`config.mk`:
```
export PLATFORM = sky130hd
export DESIGN_NAME = m00_txn_scheduler
export DESIGN_NICKNAME = d
export VERILOG_FILES = /design/src/rtl/m00_sched_pkg.sv /design/src/rtl/m00_rr_pick.sv /design/src/rtl/m00_txn_scheduler.sv
export SDC_FILE = /design/constraint.sdc
export NUM_CORES = 1
export LEC_CHECK = 0
export BUFFER_PORTS_ARGS = -buffer_cell sky130_fd_sc_hd__buf_2
export CAP_MARGIN = 20
export CORE_MARGIN = 1
export CORE_UTILIZATION = 29
export CTS_CLUSTER_DIAMETER = 100
export DETAILED_ROUTE_END_ITERATION = 7
export PLACE_DENSITY = 0.63
export SYNTH_ARGS = -nofsm -noshare
export SYNTH_HDL_FRONTEND = slang
export SYNTH_SLANG_ARGS = --single-unit
```
`constraint.sdc`:
```
create_clock -name ACLK -period 2.43 [get_ports ACLK]
set_clock_uncertainty 0.2 [all_clocks]
set_input_delay 0.3645 -clock ACLK [delete_from_list [all_inputs] [get_ports ACLK]]
set_output_delay 0.3645 -clock ACLK [all_outputs]
set_load 0.02 [all_outputs]
```
`src/rtl/m00_sched_pkg.sv`:
```
// ---------------------------------------------------------------------------
// m00_sched_pkg
// Shared types and helpers for the M00_AXI transaction scheduler.
//   sched_state_t : FSM state encoding (IDLE -> LAUNCH -> WAIT -> RESP)
//   timer_w()     : width of the WAIT-state watchdog counter
// ---------------------------------------------------------------------------
package m00_sched_pkg;

   typedef enum logic [1:0] {
      IDLE   = 2'd0,
      LAUNCH = 2'd1,
      WAIT   = 2'd2,
      RESP   = 2'd3
   } sched_state_t;

   // The watchdog only ever needs to reach TIMEOUT_CYCLES-1.
   function automatic int timer_w(input int timeout_cycles);
      return $clog2(timeout_cycles);
   endfunction

endpackage

```
`src/rtl/m00_rr_pick.sv`:
```
// ---------------------------------------------------------------------------
// m00_rr_pick
// Combinational round-robin picker: selects the first set req_valid bit at
// or after ptr, wrapping around to bit 0.
//   req_valid : per-requester request bits
//   ptr       : highest-priority index for this pick
//   any       : at least one request is set
//   idx       : selected requester (0 when any is low)
// ---------------------------------------------------------------------------
module m00_rr_pick
   import m00_sched_pkg::*;
#(
   parameter int NUM_REQ = 4,
   parameter int IDX_W   = $clog2(NUM_REQ)
) (
   input  logic [NUM_REQ-1:0] req_valid,
   input  logic [IDX_W-1:0]   ptr,
   output logic               any,
   output logic [IDX_W-1:0]   idx
);

   int         j;
   logic [IDX_W-1:0] cand;

   // Scan from the farthest offset down to offset 0 so that the candidate
   // closest to ptr is the last one written and therefore wins.
   always_comb begin
      any  = 1'b0;
      idx  = '0;
      j    = 0;
      cand = '0;
      for (int k = NUM_REQ - 1; k >= 0; k--) begin
         j    = (int'(ptr) + k) % NUM_REQ;
         cand = IDX_W'(j);
         if (req_valid[cand]) begin
            any = 1'b1;
            idx = cand;
         end
      end
   end

endmodule

```
`src/rtl/m00_txn_scheduler.sv`:
```
// ---------------------------------------------------------------------------
// m00_txn_scheduler
// Shares one M00_AXI burst master engine between NUM_REQ requesters using
// round-robin arbitration. One transaction is in flight at a time.
//   ACLK, ARESETN           : clock, asynchronous active-low reset
//   req_valid/addr/len/write: per-requester burst requests (packed vectors)
//   req_ready               : one-hot accept pulse
//   rsp_valid, rsp_error    : one-hot completion pulse and its error status
//   eng_init                : one-cycle start pulse to the engine
//   eng_addr/len/write      : latched command, stable until back in IDLE
//   eng_done, eng_error     : engine completion level and error flag
//   busy, grant_id          : activity flag and current/last granted index
// ---------------------------------------------------------------------------
module m00_txn_scheduler
   import m00_sched_pkg::*;
#(
   parameter int NUM_REQ        = 4,
   parameter int ADDR_WIDTH     = 32,
   parameter int LEN_WIDTH      = 8,
   parameter int TIMEOUT_CYCLES = 1024
) (
   input  logic                          ACLK,
   input  logic                          ARESETN,
   input  logic [NUM_REQ-1:0]            req_valid,
   input  logic [NUM_REQ*ADDR_WIDTH-1:0] req_addr,
   input  logic [NUM_REQ*LEN_WIDTH-1:0]  req_len,
   input  logic [NUM_REQ-1:0]            req_write,
   output logic [NUM_REQ-1:0]            req_ready,
   output logic [NUM_REQ-1:0]            rsp_valid,
   output logic                          rsp_error,
   output logic                          eng_init,
   output logic [ADDR_WIDTH-1:0]         eng_addr,
   output logic [LEN_WIDTH-1:0]          eng_len,
   output logic                          eng_write,
   input  logic                          eng_done,
   input  logic                          eng_error,
   output logic                          busy,
   output logic [$clog2(NUM_REQ)-1:0]    grant_id
);

   localparam int IDX_W = $clog2(NUM_REQ);
   localparam int TMR_W = timer_w(TIMEOUT_CYCLES);

   sched_state_t     state_reg, state_next;
   logic [IDX_W-1:0] ptr_reg, ptr_next;
   logic [IDX_W-1:0] grant_reg, grant_next;
   logic [ADDR_WIDTH-1:0] addr_reg, addr_next;
   logic [LEN_WIDTH-1:0]  len_reg, len_next;
   logic             write_reg, write_next;
   logic [TMR_W-1:0] timer_reg, timer_next;
   logic             err_reg, err_next;
   logic             done_q;
   logic             done_rise;

   logic             pick_any;
   logic [IDX_W-1:0] pick_idx;

   logic [ADDR_WIDTH-1:0] addr_arr [NUM_REQ];
   logic [LEN_WIDTH-1:0]  len_arr  [NUM_REQ];

   m00_rr_pick #(
      .NUM_REQ (NUM_REQ),
      .IDX_W   (IDX_W)
   ) u_pick (
      .req_valid (req_valid),
      .ptr       (ptr_reg),
      .any       (pick_any),
      .idx       (pick_idx)
   );

   // Unpack the per-requester payloads and decode the one-hot handshakes.
   generate
      for (genvar gi = 0; gi < NUM_REQ; gi++) begin : g_req
         assign addr_arr[gi]  = req_addr[gi*ADDR_WIDTH +: ADDR_WIDTH];
         assign len_arr[gi]   = req_len[gi*LEN_WIDTH +: LEN_WIDTH];
         assign req_ready[gi] = (state_reg == IDLE) && pick_any && (pick_idx == IDX_W'(gi));
         assign rsp_valid[gi] = (state_reg == RESP) && (grant_reg == IDX_W'(gi));
      end
   endgenerate

   // A done level left high by the previous transaction must not complete
   // the current one, so only a fresh rising edge counts.
   assign done_rise = eng_done & ~done_q;

   assign eng_init  = (state_reg == LAUNCH);
   assign rsp_error = (state_reg == RESP) & err_reg;
   assign busy      = (state_reg != IDLE);
   assign eng_addr  = addr_reg;
   assign eng_len   = len_reg;
   assign eng_write = write_reg;
   assign grant_id  = grant_reg;

   always_ff @(posedge ACLK or negedge ARESETN) begin
      if (!ARESETN) begin
         state_reg <= IDLE;
         ptr_reg   <= '0;
         grant_reg <= '0;
         addr_reg  <= '0;
         len_reg   <= '0;
         write_reg <= 1'b0;
         timer_reg <= '0;
         err_reg   <= 1'b0;
         done_q    <= 1'b0;
      end else begin
         state_reg <= state_next;
         ptr_reg   <= ptr_next;
         grant_reg <= grant_next;
         addr_reg  <= addr_next;
         len_reg   <= len_next;
         write_reg <= write_next;
         timer_reg <= timer_next;
         err_reg   <= err_next;
         done_q    <= eng_done;
      end
   end

   always_comb begin
      state_next = state_reg;
      ptr_next   = ptr_reg;
      grant_next = grant_reg;
      addr_next  = addr_reg;
      len_next   = len_reg;
      write_next = write_reg;
      timer_next = timer_reg;
      err_next   = err_reg;
      unique case (state_reg)
         IDLE: begin
            if (pick_any) begin
               grant_next = pick_idx;
               addr_next  = addr_arr[pick_idx];
               len_next   = len_arr[pick_idx];
               write_next = req_write[pick_idx];
               ptr_next   = (pick_idx == IDX_W'(NUM_REQ - 1)) ? '0 : pick_idx + 1'b1;
               state_next = LAUNCH;
            end
         end
         LAUNCH: begin
            timer_next = '0;
            state_next = WAIT;
         end
         WAIT: begin
            timer_next = timer_reg + 1'b1;
            // done has priority over a simultaneous watchdog expiry
            if (done_rise) begin
               err_next   = eng_error;
               state_next = RESP;
            end else if (timer_reg == TMR_W'(TIMEOUT_CYCLES - 1)) begin
               err_next   = 1'b1;
               state_next = RESP;
            end
         end
         RESP: begin
            state_next = IDLE;
         end
         default: state_next = IDLE;
      endcase
   end

endmodule
```
==> impl_metrics.toml, run 1 <==
[grt]
grt_pass1_wl_mm = 18.89
gr-total-overflow = 0
grt_pass1_vias = 3917
grtUsageTotal_pct = 16.63
grt_start_max_net_pins = 47
grt_antenna_before_repair = 0

[floorplanning]
fp-row-count = 43
die-area_sq_mm = 0.01489
die_x_microns = 122.0
io_pins = 226
core-area_sq_mm = 0.01399
chipHeight_microns = 122.0
start_util_pct = 29.86

[timing]
slew_viol_final = 0
relSlewSlack_pct = 71.03
worstMarginPinSlew_ns = 0.4345
fmax_mhz = 423.0
post-route-period-util_pct = 97.28
hold_violations = 0
setup_viol = 0
fin_crit_ns = 2.364

[synth]
syn_area_sq_mm = 0.004177
synth_cell_types = 48
yosysWarnings = 0
netlist_instances = 391
syn_area_per_cell_sq_um = 10.68
synth-edff-count = 0
async_reset_ff_share_pct = 100.0
ys_ff_latch = 59
synth_ff_type = "dfrtp_1"
ys_seq_area_share_pct = 35.35
synth_fp_nets = 570

[route]
drt_iter0_drc = 112
met1_length_mm = 5.064
wl_met2_mm = 6.144
vias = 3944
ant_nets = 0
drc = 0
wl_met3_microns = 793
routed.top_layer = "met4"
first_pass_iters = 4
finalWirelength_mm = 12.16
viasPerCell = 4.918
wire_per_inst_microns = 15.17

[place]
dp_cells = 779
portBuffers = 225
dp_hpwl_mm = 9.238
gp_congestion = 0.7400

[worst_hold_path]
min_path_type = "in2reg"

[clocking]
htree_levels = 3
path_clk_slew_ns = 0.05
cts_sinks = 59
cts_inserted_buffers = 9
clock-root-buffer = "clkbuf_16"
clk_latency_ns = 0.34
clockBufferDepth = 2
tritoncts = "done"

[status]
status = "complete, no violations"

[pwr]
power.density_mw_per_mm2 = 1196
ir_drop_mv = 0.5010
p_leak_nw = 2.829

[run]
maxCapViolCount = 0

[finish]
utilization_pct = 42.42
nFillCells = 1371
final_layout_size_suffix_gt1_share_pct = 57.88
largest_reg_flops = 32
fin_cells = 802
layout.nets = 796
num_antenna_cells = 0
area_growth_pct = 42.06

[setup_path]
crit_required_ns = 1.87
crit_path_start_kind = "flip-flop"
arrival_ns = 1.80
critical_path.slowest_cell = "dfrtp_1"
slowest_delay_ns = 0.40
cp_common_cell = "inv_1"
crit_path_end_kind = "output pin"
path_max_fanout = 4
crit_chain = "inv_1 > ha_2 > inv_1 > nor2_4 > o21ai_4 > nor2_1 > buf_4"
critPathKind = "reg2out"
final timing paths:
kind	startpoint	endpoint	slack, ns	cells after the start
setup / recovery	state_reg[1]$_DFFE_PN0P_	req_ready[0]	0.07	7
hold / removal	req_addr[26]	eng_addr[26]$_DFFE_PN0N_	0.14	3
setup reg to reg	ptr_reg[1]$_DFFE_PN0N_	eng_len[4]$_DFFE_PN0N_	0.29	8
hold reg to reg	err_reg$_DFFE_PN0P_	err_reg$_DFFE_PN0P_	0.30	1
max in group asynchronous	ARESETN	timer_reg[0]$_DFFE_PN0P_	1.20	3
min in group asynchronous	ARESETN	ptr_reg[1]$_DFFE_PN0N_	0.18	2
per-stage QoR:
step | hold WS, ns | instance area (sq um) | setup TNS [ns] | power (W) | setup slack (ns)
global route | 0.1368 | 5933 | -0.03250 | 0.007588 | -0.02213
CTS | 0.1230 | 5877 | -0.004068 | 0.007138 | -0.004068
detailed placement | -0.009457 | 5474 | 0 | 0.005547 | 0.1248
global placement | -0.01473 | 5474 | 0 | 0.005438 | 0.1465
finish | 0.1392 | 5933 | 0 | 0.007095 | 0.06602
floorplan | -0.1311 | 4177 | 0 | 0.004471 | 0.07776
critical path, delay by kind of cell (launching register included):
family | cells | cell delay [ns]
AOI/OAI and AO/OA | 1 | 0.09
adders and majority gates | 1 | 0.23
buffers and inverters | 3 | 0.40
DFF | 1 | 0.40
and+or+nand+nor | 2 | 0.35
cell usage after synthesis, drive strengths merged, types with 3 or more instances:
| library cell | count | area share (%) |
|---|---|---|
| o21ai | 8 | 1.0 |
| and3 | 43 | 6.4 |
| nor2 | 54 | 5.1 |
| a211oi | 83 | 24 |
| inv | 9 | 0.93 |
| dfrtp | 59 | 35 |
| nand2 | 9 | 0.99 |
| a22o | 4 | 0.84 |
| xor2 | 4 | 0.84 |
| nand3 | 6 | 0.72 |
| and2 | 3 | 0.51 |
| nor2b | 3 | 0.45 |
| mux2i | 43 | 10 |
| buf | 20 | 4.1 |
| clkbuf | 12 | 1.1 |
| ha | 7 | 2.1 |
kinds of logic (layout without fill, tap and decap cells):
kind of cell | Yosys count | after routing | share of synthesized area, %
flops | 59 | 59 | 35.35
xor+xnor | 5 | 5 | 1.048
fa+ha+maj | 7 | 7 | 2.097
buf+inv | 42 | 273 | 6.201
simple gates | 130 | 130 | 16.30
compound gates | 104 | 104 | 28.34
mux | 44 | 44 | 10.66
area by class of cell:
| class | count | area, sq um | area share [%] |
|---|---|---|---|
| clock inverter | 6 | 112.6 | 1.898 |
| clock buffer | 10 | 239.0 | 4.028 |
| tap | 180 | 225.2 | 3.796 |
| inverter | 10 | 43.79 | 0.7381 |
| multi-input combinational | 290 | 2490 | 41.97 |
| sequential | 59 | 1478 | 24.91 |
| timing repair buffer | 247 | 1345 | 22.67 |
cells in the final DEF, fill, tap and decap left out, types with 3 or more instances in the layout:
| master | n |
|---|---|
| mux2i_1 | 43 |
| buf_12 | 3 |
| bufinv_16 | 3 |
| buf_4 | 19 |
| clkbuf_16 | 9 |
| a211oi_2 | 78 |
| a211oi_1 | 5 |
| ha_1 | 5 |
| a22o_1 | 4 |
| and3_1 | 43 |
| xor2_1 | 4 |
| inv_1 | 6 |
| nand3_1 | 6 |
| buf_2 | 222 |
| nor2_1 | 52 |
| dfrtp_1 | 58 |
| nor2b_1 | 3 |
| nand2_1 | 8 |
| o21ai_0 | 5 |
power breakdown:
part	total (W)	switching (W)	internal, W
Sequential	0.00166	0.000250	0.00141
Clock	0.00150	0.000472	0.00103
Combinational	0.00393	0.00235	0.00159
per-layer routing:
metal / GRT usage [%] / up-vias
li1: - / 1898
met1: 19.12 / 1895
met2: 29.70 / 141
met3: 4.682 / 10
met4: 4.861 / 0
met5: 0 / -
timing repair:
item                                    CTS  global route
pin swaps                                 3             1
gates resized for setup                   7             8
setup buffers                             2             3
hold buffers                              2             0
endpoints found under the setup margin    3             4
hold endpoints to repair                 60             0
Power figures use the tool's default switching activity.
==> run 2, diff against run 1 <==
ABC_AREA = 1   (was unset)
PLACE_DENSITY = 0.61   (was 0.63)
==> impl_metrics.toml, run 2 <==
[synth]
synth_top_family_by_area = "simple AND/OR/NAND/NOR gates"
netlist_instances = 820
yosysWarnings = 0
synth_xor_area_share_pct = 0
netlist_top_cells_area = "dfrtp_1 31%, nand2_1 22%, nand3_1 18%"
synth_cell_types = 24
ys_seq_area_share_pct = 30.79
netlist_top_cells_count = "286 x nand2_1, 189 x inv_1, 176 x nand3_1"
netlist.area_leader.share_pct = 30.79
syn_area_sq_mm = 0.004795
synth_top_area_cell = "dfrtp_1"
synthSimpleGateAreaFrac_pct = 42.98
synth_ff_type = "dfrtp_1"
synth-edff-count = 0
synth_fp_nets = 999
syn_area_per_cell_sq_um = 5.847
synthMuxAreaShare_pct = 0
synth-compound-area-share_pct = 3.575
synthAdderAreaFrac_pct = 1.827
ys_ff_latch = 59
async_reset_ff_share_pct = 100.0
post-synth-top-count-cell = "nand2_1"

[finish]
nFillCells = 1800
layout_common_cells = "273 x nand2_1, 221 x buf_2, 188 x inv_1, 171 x nand3_1, 57 x dfrtp_1"
area_growth_pct = 42.95
utilization_pct = 42.84
largest_reg_flops = 32
layout.nets = 1232
final_common_cell = "nand2_1"
final_layout_size_suffix_gt1_share_pct = 29.71
final_area_sq_mm = 0.006854

[clocking]
cts_sinks = 59
tritoncts = "done"
htree_levels = 3
clock-root-buffer = "clkbuf_16"
path_clk_slew_ns = 0.05
clk_latency_ns = 0.33
clockBufferDepth = 2
cts_inserted_buffers = 9

[worst_hold_path]
hold_depth = 3
hp-start = "eng_error"
min_path_type = "in2reg"
hold_end = "err_reg$_DFFE_PN0P_"

[timing]
relSlewSlack_pct = 66.16
layout_setup_ws_ns = -0.1104
fmax_mhz = 393.6
fin_crit_ns = 2.540
post-route-period-util_pct = 104.5
worstMarginPinSlew_ns = 0.5076
slew_viol_final = 0
setup_viol = 4
final.hold.worst_slack_ns = 0.07722
hold_violations = 0
rsz0062_at_grt = "true"

[grt]
gr-total-overflow = 0
grt_pass1_wl_mm = 23.46
grt_start_max_net_pins = 63
grtUsageTotal_pct = 17.61
grt_antenna_before_repair = 2
grt_pass1_vias = 4983

[place]
placed_cell_area_sq_mm = 0.006177
dp_hpwl_mm = 10.60
portBuffers = 225
gp_congestion = 0.7835

[setup_path]
crit_path_start_kind = "flip-flop"
timing.rr.start = "ptr_reg[0]$_DFFE_PN0N_"
reg2regPathDepth = 16
crit_required_ns = 1.87
critPathKind = "reg2out"
crit_path_end_kind = "output pin"
r2r_end = "eng_addr[31]$_DFFE_PN0N_"
arrival_ns = 1.98
path_max_fanout = 6
r2r_slack_ns = 0.12

[route]
viasPerCell = 4.382
drc = 0
vias = 5587
finalWirelength_mm = 14.92
first_pass_iters = 4
drt_iter0_drc = 246
ant_nets = 0
wire_per_inst_microns = 11.71

[pwr]
ir_drop_mv = 0.9359
power.density_mw_per_mm2 = 1601
p_leak_nw = 4.370

[status]
status = "finished with violations"
violations = "negative setup slack"

[floorplanning]
die-area_sq_mm = 0.01705
core-area_sq_mm = 0.01600
fp-row-count = 46
io_pins = 226
die_x_microns = 130.6
chipHeight_microns = 130.6
start_util_pct = 29.97

[run]
maxCapViolCount = 0
## run 2: per-stage QoR
stage / total power, W / worst slack (ns) / cells / setup TNS, ns
3_5_place_dp: 0.008789 / 0.06362 / 1239 / 0
6_report: 0.01098 / -0.1104 / 1275 / -0.2841
3_3_place_gp: 0.008730 / 0.06790 / 1239 / 0
5_1_grt: 0.01208 / -0.2081 / 1274 / -0.8050
2_1_floorplan: 0.006889 / 0.05198 / 820 / 0
4_1_cts: 0.01043 / -0.1252 / 1265 / -0.4114
## run 2: area by class of cell
| cell class | count | area (sq um) | share of cell area [%] |
|---|---|---|---|
| clock buffers | 13 | 260.3 | 3.797 |
| multi-input cells | 523 | 2475 | 36.11 |
| inverters | 193 | 729.5 | 10.64 |
| well taps | 216 | 270.3 | 3.943 |
| repair buffers | 267 | 1600 | 23.35 |
| diodes | 2 | 5.005 | 0.07302 |
| clock inverters | 2 | 35.03 | 0.5111 |
| flip-flops and latches | 59 | 1479 | 21.58 |
## run 2: worst max-delay path: stages, from the launching register on
cell     delay (ns)
dfrtp_2        0.46
buf_6          0.15
nand2_2        0.08
nand3_2        0.10
nand2_2        0.11
nand3_4        0.10
nand2_4        0.09
nand2_4        0.07
nand2_4        0.07
ha_2           0.16
inv_1          0.04
nor2_1         0.08
buf_4          0.15
## run 2: how the worst max path moves through the flow
| stage | depth (start not counted) | end | slack, ns | from |
|---|---|---|---|---|
| after detailed placement | 15 | eng_addr[2]$_DFFE_PN0N_ | 0.06 | ptr_reg[0]$_DFFE_PN0N_ |
| final | 12 | req_ready[2] | -0.11 | ptr_reg[0]$_DFFE_PN0N_ |
| after CTS | 9 | req_ready[1] | -0.13 | ptr_reg[0]$_DFFE_PN0N_ |
| after global placement | 13 | req_ready[2] | 0.07 | ptr_reg[0]$_DFFE_PN0N_ |
| after floorplan | 13 | req_ready[2] | 0.05 | ptr_reg[0]$_DFFE_PN0N_ |
| after global routing | 11 | req_ready[2] | -0.21 | ptr_reg[0]$_DFFE_PN0N_ |
## run 2: what timing repair did
action,CTS,global route
hold endpoints to repair,60,0
cloned,0,2
endpoints found under the setup margin,4,45
pin swaps,11,11
setup buffers,9,6
gates resized for setup,25,30
hold buffers,2,0
## run 2: where the power goes
| part | internal [W] | switching, W | total (W) |
|---|---|---|---|
| clock network | 0.000841 | 0.000425 | 0.00127 |
| logic | 0.00307 | 0.00494 | 0.00801 |
| registers | 0.00144 | 0.000261 | 0.00170 |
| total | 0.00535 | 0.00563 | 0.0110 |
## run 2: logic make-up (layout without fill, tap and decap cells)
family	count (synthesis)	after routing
AND/OR/NAND/NOR	486	486
AO/OA/AOI/OAI	30	30
other	0	2
buffers and inverters	238	475
flip-flops	59	59
adder cells (fa/ha/maj)	7	7
## run 2: layer usage
layer | global-route usage, % | vias up | routed length, microns
li1 | - | 2929 | -
met1 | 21.08 | 2459 | 6694
met2 | 31.22 | 186 | 7009
met3 | 3.664 | 13 | 1041
met4 | 5.950 | 0 | 179
met5 | 0 | - | 0
